**src/rtl/reg_pair_pkg.sv**
```systemverilog
// Shared sizing defaults and FSM state encoding for the register-pair fetch unit.
package reg_pair_pkg;

    localparam int DATA_W_DEF = 4;
    localparam int DEPTH_DEF  = 8;
    localparam int ADDR_W_DEF = $clog2(DEPTH_DEF);

    typedef logic [1:0] state_t;

    localparam state_t IDLE  = 2'd0;
    localparam state_t READ  = 2'd1;
    localparam state_t VALID = 2'd2;

endpackage

```
**src/rtl/reg_pair_fetch_regfile.sv**
```systemverilog
// DEPTH x DATA_W register array: one write port and two asynchronous read ports.
// A read that hits the address being written returns the incoming write data.
module regfile_2r1w
    import reg_pair_pkg::*;
#(
    parameter int  DATA_W = DATA_W_DEF,
    parameter int  DEPTH  = DEPTH_DEF,
    localparam int ADDR_W = $clog2(DEPTH)
) (
    input  logic              clk,
    input  logic              srst,
    input  logic              we,
    input  logic [ADDR_W-1:0] waddr,
    input  logic [DATA_W-1:0] wdata,
    input  logic [ADDR_W-1:0] raddr_a,
    input  logic [ADDR_W-1:0] raddr_b,
    output logic [DATA_W-1:0] rdata_a,
    output logic [DATA_W-1:0] rdata_b
);

    // Flops rather than block RAM: every entry must clear on reset.
    logic [DATA_W-1:0] mem_q [DEPTH];

    always_ff @(posedge clk) begin
        if (srst) begin
            for (int i = 0; i < DEPTH; i++) begin
                mem_q[i] <= '0;
            end
        end else if (we) begin
            mem_q[waddr] <= wdata;
        end
    end

    assign rdata_a = (we && (waddr == raddr_a)) ? wdata : mem_q[raddr_a];
    assign rdata_b = (we && (waddr == raddr_b)) ? wdata : mem_q[raddr_b];

endmodule

```
**src/rtl/reg_pair_fetch.sv**
```systemverilog
// Fetches two register operands per request through IDLE -> READ -> VALID and
// presents them with a one-cycle start qualifier to a downstream comparator.
module reg_pair_fetch
    import reg_pair_pkg::*;
#(
    parameter int  DATA_W = DATA_W_DEF,
    parameter int  DEPTH  = DEPTH_DEF,
    localparam int ADDR_W = $clog2(DEPTH)
) (
    input  logic              clk,
    input  logic              rst,
    input  logic              we,
    input  logic [ADDR_W-1:0] waddr,
    input  logic [DATA_W-1:0] wdata,
    input  logic              req,
    input  logic [ADDR_W-1:0] addr_a,
    input  logic [ADDR_W-1:0] addr_b,
    output logic              busy,
    output logic [DATA_W-1:0] ReadDataA2,
    output logic [DATA_W-1:0] ReadDataB,
    output logic              start
);

    state_t            state_q, state_d;
    logic [ADDR_W-1:0] addr_a_q, addr_b_q;
    logic [DATA_W-1:0] rd_a_q, rd_b_q;
    logic [DATA_W-1:0] rf_a, rf_b;

    regfile_2r1w #(
        .DATA_W (DATA_W),
        .DEPTH  (DEPTH)
    ) u_regfile (
        .clk     (clk),
        .srst    (rst),
        .we      (we),
        .waddr   (waddr),
        .wdata   (wdata),
        .raddr_a (addr_a_q),
        .raddr_b (addr_b_q),
        .rdata_a (rf_a),
        .rdata_b (rf_b)
    );

    always_comb begin
        state_d = state_q;
        case (state_q)
            IDLE:    if (req) state_d = READ;
            READ:    state_d = VALID;
            VALID:   state_d = IDLE;
            default: state_d = IDLE;
        endcase
    end

    // Addresses latch only from IDLE, so a req while busy leaves them untouched.
    always_ff @(posedge clk) begin
        if (rst) begin
            state_q  <= IDLE;
            addr_a_q <= '0;
            addr_b_q <= '0;
            rd_a_q   <= '0;
            rd_b_q   <= '0;
        end else begin
            state_q <= state_d;
            if (state_q == IDLE && req) begin
                addr_a_q <= addr_a;
                addr_b_q <= addr_b;
            end
            if (state_q == READ) begin
                rd_a_q <= rf_a;
                rd_b_q <= rf_b;
            end
        end
    end

    assign busy       = (state_q != IDLE);
    // A reset arriving during VALID suppresses the pulse in that same cycle.
    assign start      = (state_q == VALID) && !rst;
    assign ReadDataA2 = rd_a_q;
    assign ReadDataB  = rd_b_q;

endmodule
```
**config.mk**
```make
export PLATFORM = sky130hd
export DESIGN_NAME = reg_pair_fetch
export DESIGN_NICKNAME = d
export VERILOG_FILES = /design/src/rtl/reg_pair_pkg.sv /design/src/rtl/reg_pair_fetch_regfile.sv /design/src/rtl/reg_pair_fetch.sv
export SDC_FILE = /design/constraint.sdc
export NUM_CORES = 1
export LEC_CHECK = 0
export ABC_AREA = 1
export ABC_CLOCK_PERIOD_IN_PS = 2600
export CORE_MARGIN = 2
export CORE_UTILIZATION = 55
export DETAILED_ROUTE_END_ITERATION = 12
export PLACE_DENSITY_LB_ADDON = 0.1
export SLEW_MARGIN = 20
export SYNTH_ARGS = -nofsm -noshare
export SYNTH_HDL_FRONTEND = slang
export SYNTH_SLANG_ARGS = --single-unit
```
**constraint.sdc**
```tcl
create_clock -name clk -period 2.6 [get_ports clk]
set_input_delay 0.52 -clock clk [delete_from_list [all_inputs] [get_ports clk]]
set_output_delay 0.52 -clock clk [all_outputs]
set_load 0.005 [all_outputs]
```
# Word-level counts from Yosys, hierarchy flattened
# Memory sizes are Yosys's and may differ from the RTL's. A register that Yosys moved wholly into a read port is not among the register bits.
# Index checks and enable logic that the tools add are counted.
# W data, S select, Z words.
# totals
reg_bits	8
ram_bits	32
out_inout_bits	10
memories	1
# op_classes
eq_ne	3
n_mux	10
reduce_logical	6
# memory_table
name	words	width	read_ports	rd_clocked_by_memory_dff	write_ports	line_no	rtl
u_regfile.mem_q	8	4	2	2	8	reg_pair_fetch_regfile.sv:22	logic [DATA_W-1:0] mem_q [DEPTH];
# ops
operator	count
$mux W1	6
$mux W4	1
$pmux W2 S2	1
$reduce_or A4 Y1	1
$mux W3	1
$eq A2 B1 Y1 const B	1
$eq A2 B2 Y1 const B	1
$logic_and A1 B1 Y1	2
$logic_not A2 Y1	1
$mux W2	1
$ne A2 B2 Y1 const B	1
$reduce_bool A2 Y1	1
$logic_not A1 Y1	1

# Logic depth before layout (Yosys ltp)
# Gate-level depths: netlist (run 1).
# depth
ltp_word	5
depth_mapped	9
ltp_nobuf	9

# Hierarchy
# A second synthesis (run 1) with hierarchy kept.
# unflattened
cells_unflattened	387
area_unflattened_um2	2737.6
# modules_own_cells
module	n_inst	cells_each	area_each_um2
regfile_2r1w	1	304	2119.5
reg_pair_fetch	1	83	618.1

# Least setup slack after synthesis (run 1)
# No wires, ideal clock.
# synth_path
path_type	input to register
from	input rst
to	memory u_regfile.mem_q[0][0] in the netlist's numbering (enable)
t_arrival_ns	1.190
required_ns	2.292
setup_slack_ns	1.102
path_stages	6
path_buffers	1
path_cell_list	buf_6 > inv_6 > nand2_4 > nor2_1 > nand2_1 > nand2_1
# synth_rtl
item	line_no	rtl
from (decl)	reg_pair_fetch.sv:11	input logic rst,
to (decl)	reg_pair_fetch_regfile.sv:22	

# Worst setup path in the final report (run 1)
# layout_path
from	input rst
to	output start
# layout_via
elab_chain_cells	2
# layout_rtl
item	line_no	rtl
$logic_not A1 Y1	reg_pair_fetch.sv:77	assign start = (state_q == VALID) && !rst;
$logic_and A1 B1 Y1	reg_pair_fetch.sv:77	
to (decl)	reg_pair_fetch.sv:21	output logic start
# Every way passes these cells.

==> results of run 1 <==
critical path: cells and delay by family:
kind                   cells  cell delay (ns)
buffers and inverters      2             1.08
AND/OR/NAND/NOR            1             0.23
how the worst max path moves through the flow:
stage / end / slack (ns) / cells after the start / start
after global routing: start / 0.20 / 3 / rst
after global placement: start / 0.27 / 3 / rst
after CTS: start / 0.24 / 3 / rst
after detailed placement: start / 0.25 / 3 / rst
final: start / 0.24 / 3 / rst
after floorplan: u_regfile.mem_q[0][0]$_SDFFCE_PN0P_ / 1.10 / 6 / rst
flip-flops by register name (all words and copies together), names as in the netlist:
| register | flops |
|---|---|
| state_q | 2 |
| u_regfile.mem_q | 32 |
| ReadDataB | 4 |
| ReadDataA2 | 4 |
| addr_a_q | 3 |
| addr_b_q | 3 |
layer usage:
metal,track usage (%),up-vias
met3,3.938,15
li1,-,1118
met2,42.28,104
met4,9.853,0
met5,0,-
met1,36.76,1026
layout make-up:
cell class                 count  share of cell area (%)
inverter                      26                   3.525
multi-input combinational    233                   36.72
tap                           52                   2.236
clock buffer                   5                   2.365
sequential                    48                   44.02
timing repair buffer          32                   10.49
clock inverter                 3                  0.6449
layout by cell type (no fill, tap or decap):
cell type        Yosys  layout
inv_2                6       6
dfxtp_1             16      16
a21oi_1             14      14
clkbuf_8             0       5
clkinv_2             0       2
buf_4                0       6
o21ai_0             22      22
nor3_1               1       1
nand2_1             72      72
nor2_1              59      59
o21ai_1              4       4
nand2_4              1       1
clkinv_1             4       4
inv_1               15      15
clkinv_4             0       1
edfxtp_1            32      32
nor2_2               3       3
xnor2_2              1       1
nand2_2              1       1
nand4_1              3       3
clkdlybuf4s50_1      0      26
nand3_1             39      39
o211ai_1             8       8
a21oi_2              4       4
nand3_2              1       1
inv_6                1       1
report_power, final:
part / internal [W] / switching, W
Sequential: 0.000864 / 0.0000433
Clock: 0.000187 / 0.000246
Combinational: 0.000117 / 0.000184
Total: 0.00117 / 0.000474
stage by stage:
stage	setup WS, ns	instances
6_report	0.2436	399
5_1_grt	0.1968	399
4_1_cts	0.2407	399
3_5_place_dp	0.2477	391
3_3_place_gp	0.2673	391
2_1_floorplan	1.102	321
cell families after synthesis:
kind of cell | count (synthesis) | share of synthesized area [%]
AOI/OAI and AO/OA | 52 | 11.69
xor gates and xnor gates | 1 | 0.6441
buffers and inverters | 40 | 6.983
DFF | 48 | 50.72
and+or+nand+nor | 180 | 29.97
==> qor.yml, run 1 <==
syn_nets: 338
dr.pass1.iters: 5
routed_wl_um: 6284
antenna_found_initial: 0
avgSynthCellArea_um2: 7.870
wl_per_cell_um: 15.75
cts_tree: "built"
area_growth_pct: 15.21
min_from: "ReadDataB[1]$_SDFFE_PP0N_"
yosysTopAreaCellShare_pct: 38.04
hold_viol: 0
cp_slowest_stage_delay_ns: 0.56
drtAntennaViolNets: 0
cts_resized: 0
dr_wl_met2_um: 2821
grt_max_degree: 23
ff_latch_area_um2: 1281
finalSetupTns_ns: 0
fill_cells: 405
grt_pass1_vias: 2064
fmax_ghz: 0.4244
postSynthRegisterBits: 48
ys_top_cells_by_area: "edfxtp_1 38%, dfxtp_1 13%, nand2_1 11%, nor2_1 8.8%, nand3_1 7.7%"
die_w_um: 71.77
synth-edff-count: 32
multiInputGateArea_um2: 1069
yosys_warnings: 0
reg2reg_depth: 8
p_per_area_nw_per_um2: 564.1
cts.sinks: 48
port_buffers: 26
clk_path_buf_depth: 2
min_path_cells: 2
cts.htree.levels: 2
setup_viol: 0
cts_root_buf: "clkbuf_8"
synth_commonest_cells: "72 x nand2_1, 59 x nor2_1, 39 x nand3_1"
critPathKind: "input pin to primary output"
crit_slowest_cell: "clkdlybuf4s50_1"
hold_end: "ReadDataB[1]$_SDFFE_PP0N_"
maxSlewViolCount: 0
postLayoutCoreUtil_pct: 66.38
timing.rr.start: "addr_b_q[1]$_SDFFE_PP0P_"
fp-row-count: 24
die_h_um: 71.77
post-route-period-util_pct: 90.63
ys.flop_type: "edfxtp_1"
finalNetCount: 363
syn_inst: 321
post_dp_cell_area_um2: 2823
cp.arrival_ns: 1.84
cp-end-kind: "primary output"
synthArstFlopShare_pct: 0
status: "completed"
vias: 2263
cap_violations: 0
yosys.area.top_type: "edfxtp_1"
n_antenna_cell: 0
cellLeakagePower_nw: 1.178
floorplan.initialDensity_pct: 57.62
min_period_ns: 2.356
wl_met3_um: 491
cts-buffers-inserted: 5
globalplace.congestion: 0.9273
finalInstanceArea_um2: 2910
dieArea_um2: 5151
ir_drop_uv: 300.5
clk_latency_ns: 0.30
boundaryPins: 27
cp_cell_sequence: "clkdlybuf4s50_1 -> nor3_1 -> clkdlybuf4s50_1"
fin_worst_skew_ns: 0.007620
maxSlewHeadroom_pct: 60.19
overflow: 0
grt_pass1_wl_um: 10270
synthMostInstantiatedCell: "nand2_1"
drive_gt1_share_pct: 9.222
crit_top_cell: "clkdlybuf4s50_1"
critPathMaxFanout: 6
grtUsageTotal_pct: 26.48
synth_cell_types: 24
worstMarginPinSlew_ns: 0.5964
min_path_type: "register to register"
maxUsedRoutingLayer: "met4"
cts_setup_buffers: 0
rsz0062_at_grt: "false"
cp-start-kind: "input pin"
holdWs_ns: 0.4679
r2r-end: "ReadDataB[0]$_SDFFE_PP0N_"
power_w: 0.001642
drt_iter0_markers: 230
crit_required_ns: 2.08
core_area_um2: 4384
met1_length_um: 2790
drcViolationCount: 0
synth_area_um2: 2526
rrSetupSlack_ns: 0.90
yosysSeqAreaShare_pct: 50.72
holdBufCountCts: 0
hpwl_um: 4540
clkSlewWorstSetupHoldPaths_ns: 0.08
via_per_inst: 5.672
Power figures use the tool's default switching activity.
==> inputs of run 2 (changes only) <==
--- a/config.mk
+++ b/config.mk
@@ -7,7 +7,6 @@
 export LEC_CHECK = 0
 export ABC_AREA = 1
 export ABC_CLOCK_PERIOD_IN_PS = 2600
-export CORE_MARGIN = 2
 export CORE_UTILIZATION = 55
 export DETAILED_ROUTE_END_ITERATION = 12
 export PLACE_DENSITY_LB_ADDON = 0.1
==> qor.yml, run 2 (same netlist as run 1, synthesis figures left out) <==
core_area_um2: 4384  # unchanged
dp_cells: 391  # unchanged
antenna_found_initial: 0  # unchanged
final_cell_mix: "72 x nand2_1, 59 x nor2_1, 39 x nand3_1"
fmax_ghz: 0.4434  # +4.5%
die_h_um: 69.77  # -2.8%
min_path_type: "register to register"
holdWs_ns: 0.4672  # -0.0006930 ns
routed_wl_um: 6316  # +0.51%
multiInputGateArea_um2: 1069  # unchanged
area_growth_pct: 16.15
wl_per_cell_um: 15.83  # +0.51%
min_period_ns: 2.255  # -0.1010 ns
cts_setup_buffers: 0  # unchanged
fp-row-count: 24  # unchanged
cts.sinks: 48  # unchanged
dr.pass1.iters: 5  # unchanged
overflow: 0  # unchanged
holdBufCountCts: 0  # unchanged
cts_tree: "built"
grtUsageTotal_pct: 27.40  # +0.92 points
drive_gt1_share_pct: 9.222  # unchanged
globalplace.congestion: 0.8814  # -4.9%
clkSlewWorstSetupHoldPaths_ns: 0.08  # about the same
fin_worst_skew_ns: 0.005551  # -0.002069 ns
critPathMaxFanout: 3  # -3
ir_drop_uv: 356.7  # +19%
grt_max_degree: 22  # -4.3%
clk_path_buf_depth: 2  # unchanged
finalNetCount: 363  # unchanged
maxSlewHeadroom_pct: 59.28  # -0.91 points
layout_commonest_cell: "nand2_1"
drcViolationCount: 0  # unchanged
finalSetupTns_ns: 0  # unchanged
status: "completed"
maxSlewViolCount: 0  # unchanged
hpwl_um: 4507  # -0.72%
stdcell_count: 399  # unchanged
ff_latch_area_um2: 1281  # unchanged
cp-start-kind: "input pin"
cts_root_buf: "clkbuf_8"
post-route-period-util_pct: 86.75  # -3.9 points
power_w: 0.001747  # +6.4%
via_per_inst: 5.574  # -1.7%
drt_iter0_markers: 250  # +8.7%
top_register: "u_regfile.mem_q"
die_w_um: 69.77  # -2.8%
cp-end-kind: "primary output"
rsz0062_at_grt: "false"
vias: 2224  # -1.7%
dieArea_um2: 4868  # -5.5%
cts.htree.levels: 2  # unchanged
worstMarginPinSlew_ns: 0.6100  # +0.01366 ns
clk_latency_ns: 0.31  # about the same
floorplan.initialDensity_pct: 57.62  # unchanged
cap_violations: 0  # unchanged
cts_resized: 0  # unchanged
cp.arrival_ns: 1.74  # -0.10 ns
p_per_area_nw_per_um2: 595.3  # +5.5%
crit_required_ns: 2.08  # about the same
grt_pass1_wl_um: 10180  # -0.88%
rrSetupSlack_ns: 0.91  # about the same
n_antenna_cell: 0  # unchanged
cts-buffers-inserted: 5  # unchanged
largest_reg_flops: 32  # unchanged
grt_pass1_vias: 2066  # +0.097%
hold_viol: 0  # unchanged
port_buffers: 26  # unchanged
drtAntennaViolNets: 0  # unchanged
setup_viol: 0  # unchanged
fill_cells: 362  # -11%
cellLeakagePower_nw: 1.184  # +0.57%
boundaryPins: 27  # unchanged
critPathKind: "input pin to primary output"
-- run 2: cell types whose count changed in the layout (fill, tap and decap cells not counted) --
cell / change
clkinv_2: -1
bufinv_16: +1
clkinvlp_4: +1
clkinv_4: -1
-- run 2: layout make-up --
type                            instances  area share, %
Sequential cell                        48          43.67
Inverter                               26          3.497
Timing Repair Buffer                   32          10.41
Multi-Input combinational cell        233          36.42
Tap cell                               52          2.217
Clock buffer                            5          2.345
Clock inverter                          3          1.450
-- run 2: where the power goes --
part | internal, W | switching (W) | leakage (nW)
Sequential | 0.000863 | 0.0000427 | 0.438
Clock | 0.000285 | 0.000255 | 0.0541
Combinational | 0.000117 | 0.000184 | 0.692
Total | 0.00126 | 0.000482 | 1.18
-- run 2: final timing paths --
path,startpoint,endpoint,cells past startpoint
max,rst,start,3
min,ReadDataB[0]$_SDFFE_PP0N_,ReadDataB[0]$_SDFFE_PP0N_,2
max reg2reg,addr_b_q[1]$_SDFFE_PP0P_,ReadDataB[1]$_SDFFE_PP0N_,8
min reg2reg,ReadDataB[0]$_SDFFE_PP0N_,ReadDataB[0]$_SDFFE_PP0N_,2
-- run 2: critical path, stage by stage --
cell and delay, ns:
clkdlybuf4s50_1 0.50, nor3_1 0.20, clkdlybuf4s50_1 0.52
-- run 2: per-stage QoR --
| step | setup WS [ns] | utilization (%) | instance area [um^2] |
|---|---|---|---|
| CTS | 0.3256 | 66.92 | 2934 |
| finish | 0.3446 | 66.92 | 2934 |
| detailed placement | 0.3280 | 64.38 | 2823 |
| global route | 0.3071 | 66.92 | 2934 |
| global placement | 0.3361 | 64.38 | 2823 |
| floorplan | 1.102 | - | 2526 |
-- run 2: metal layers --
metal,up-vias,share of wire [%],global-route usage (%)
li1,1119,-,-
met1,1008,43,37.26
met2,80,48,43.80
met3,17,6.2,4.215
met4,0,2.6,11.33
met5,-,0,0
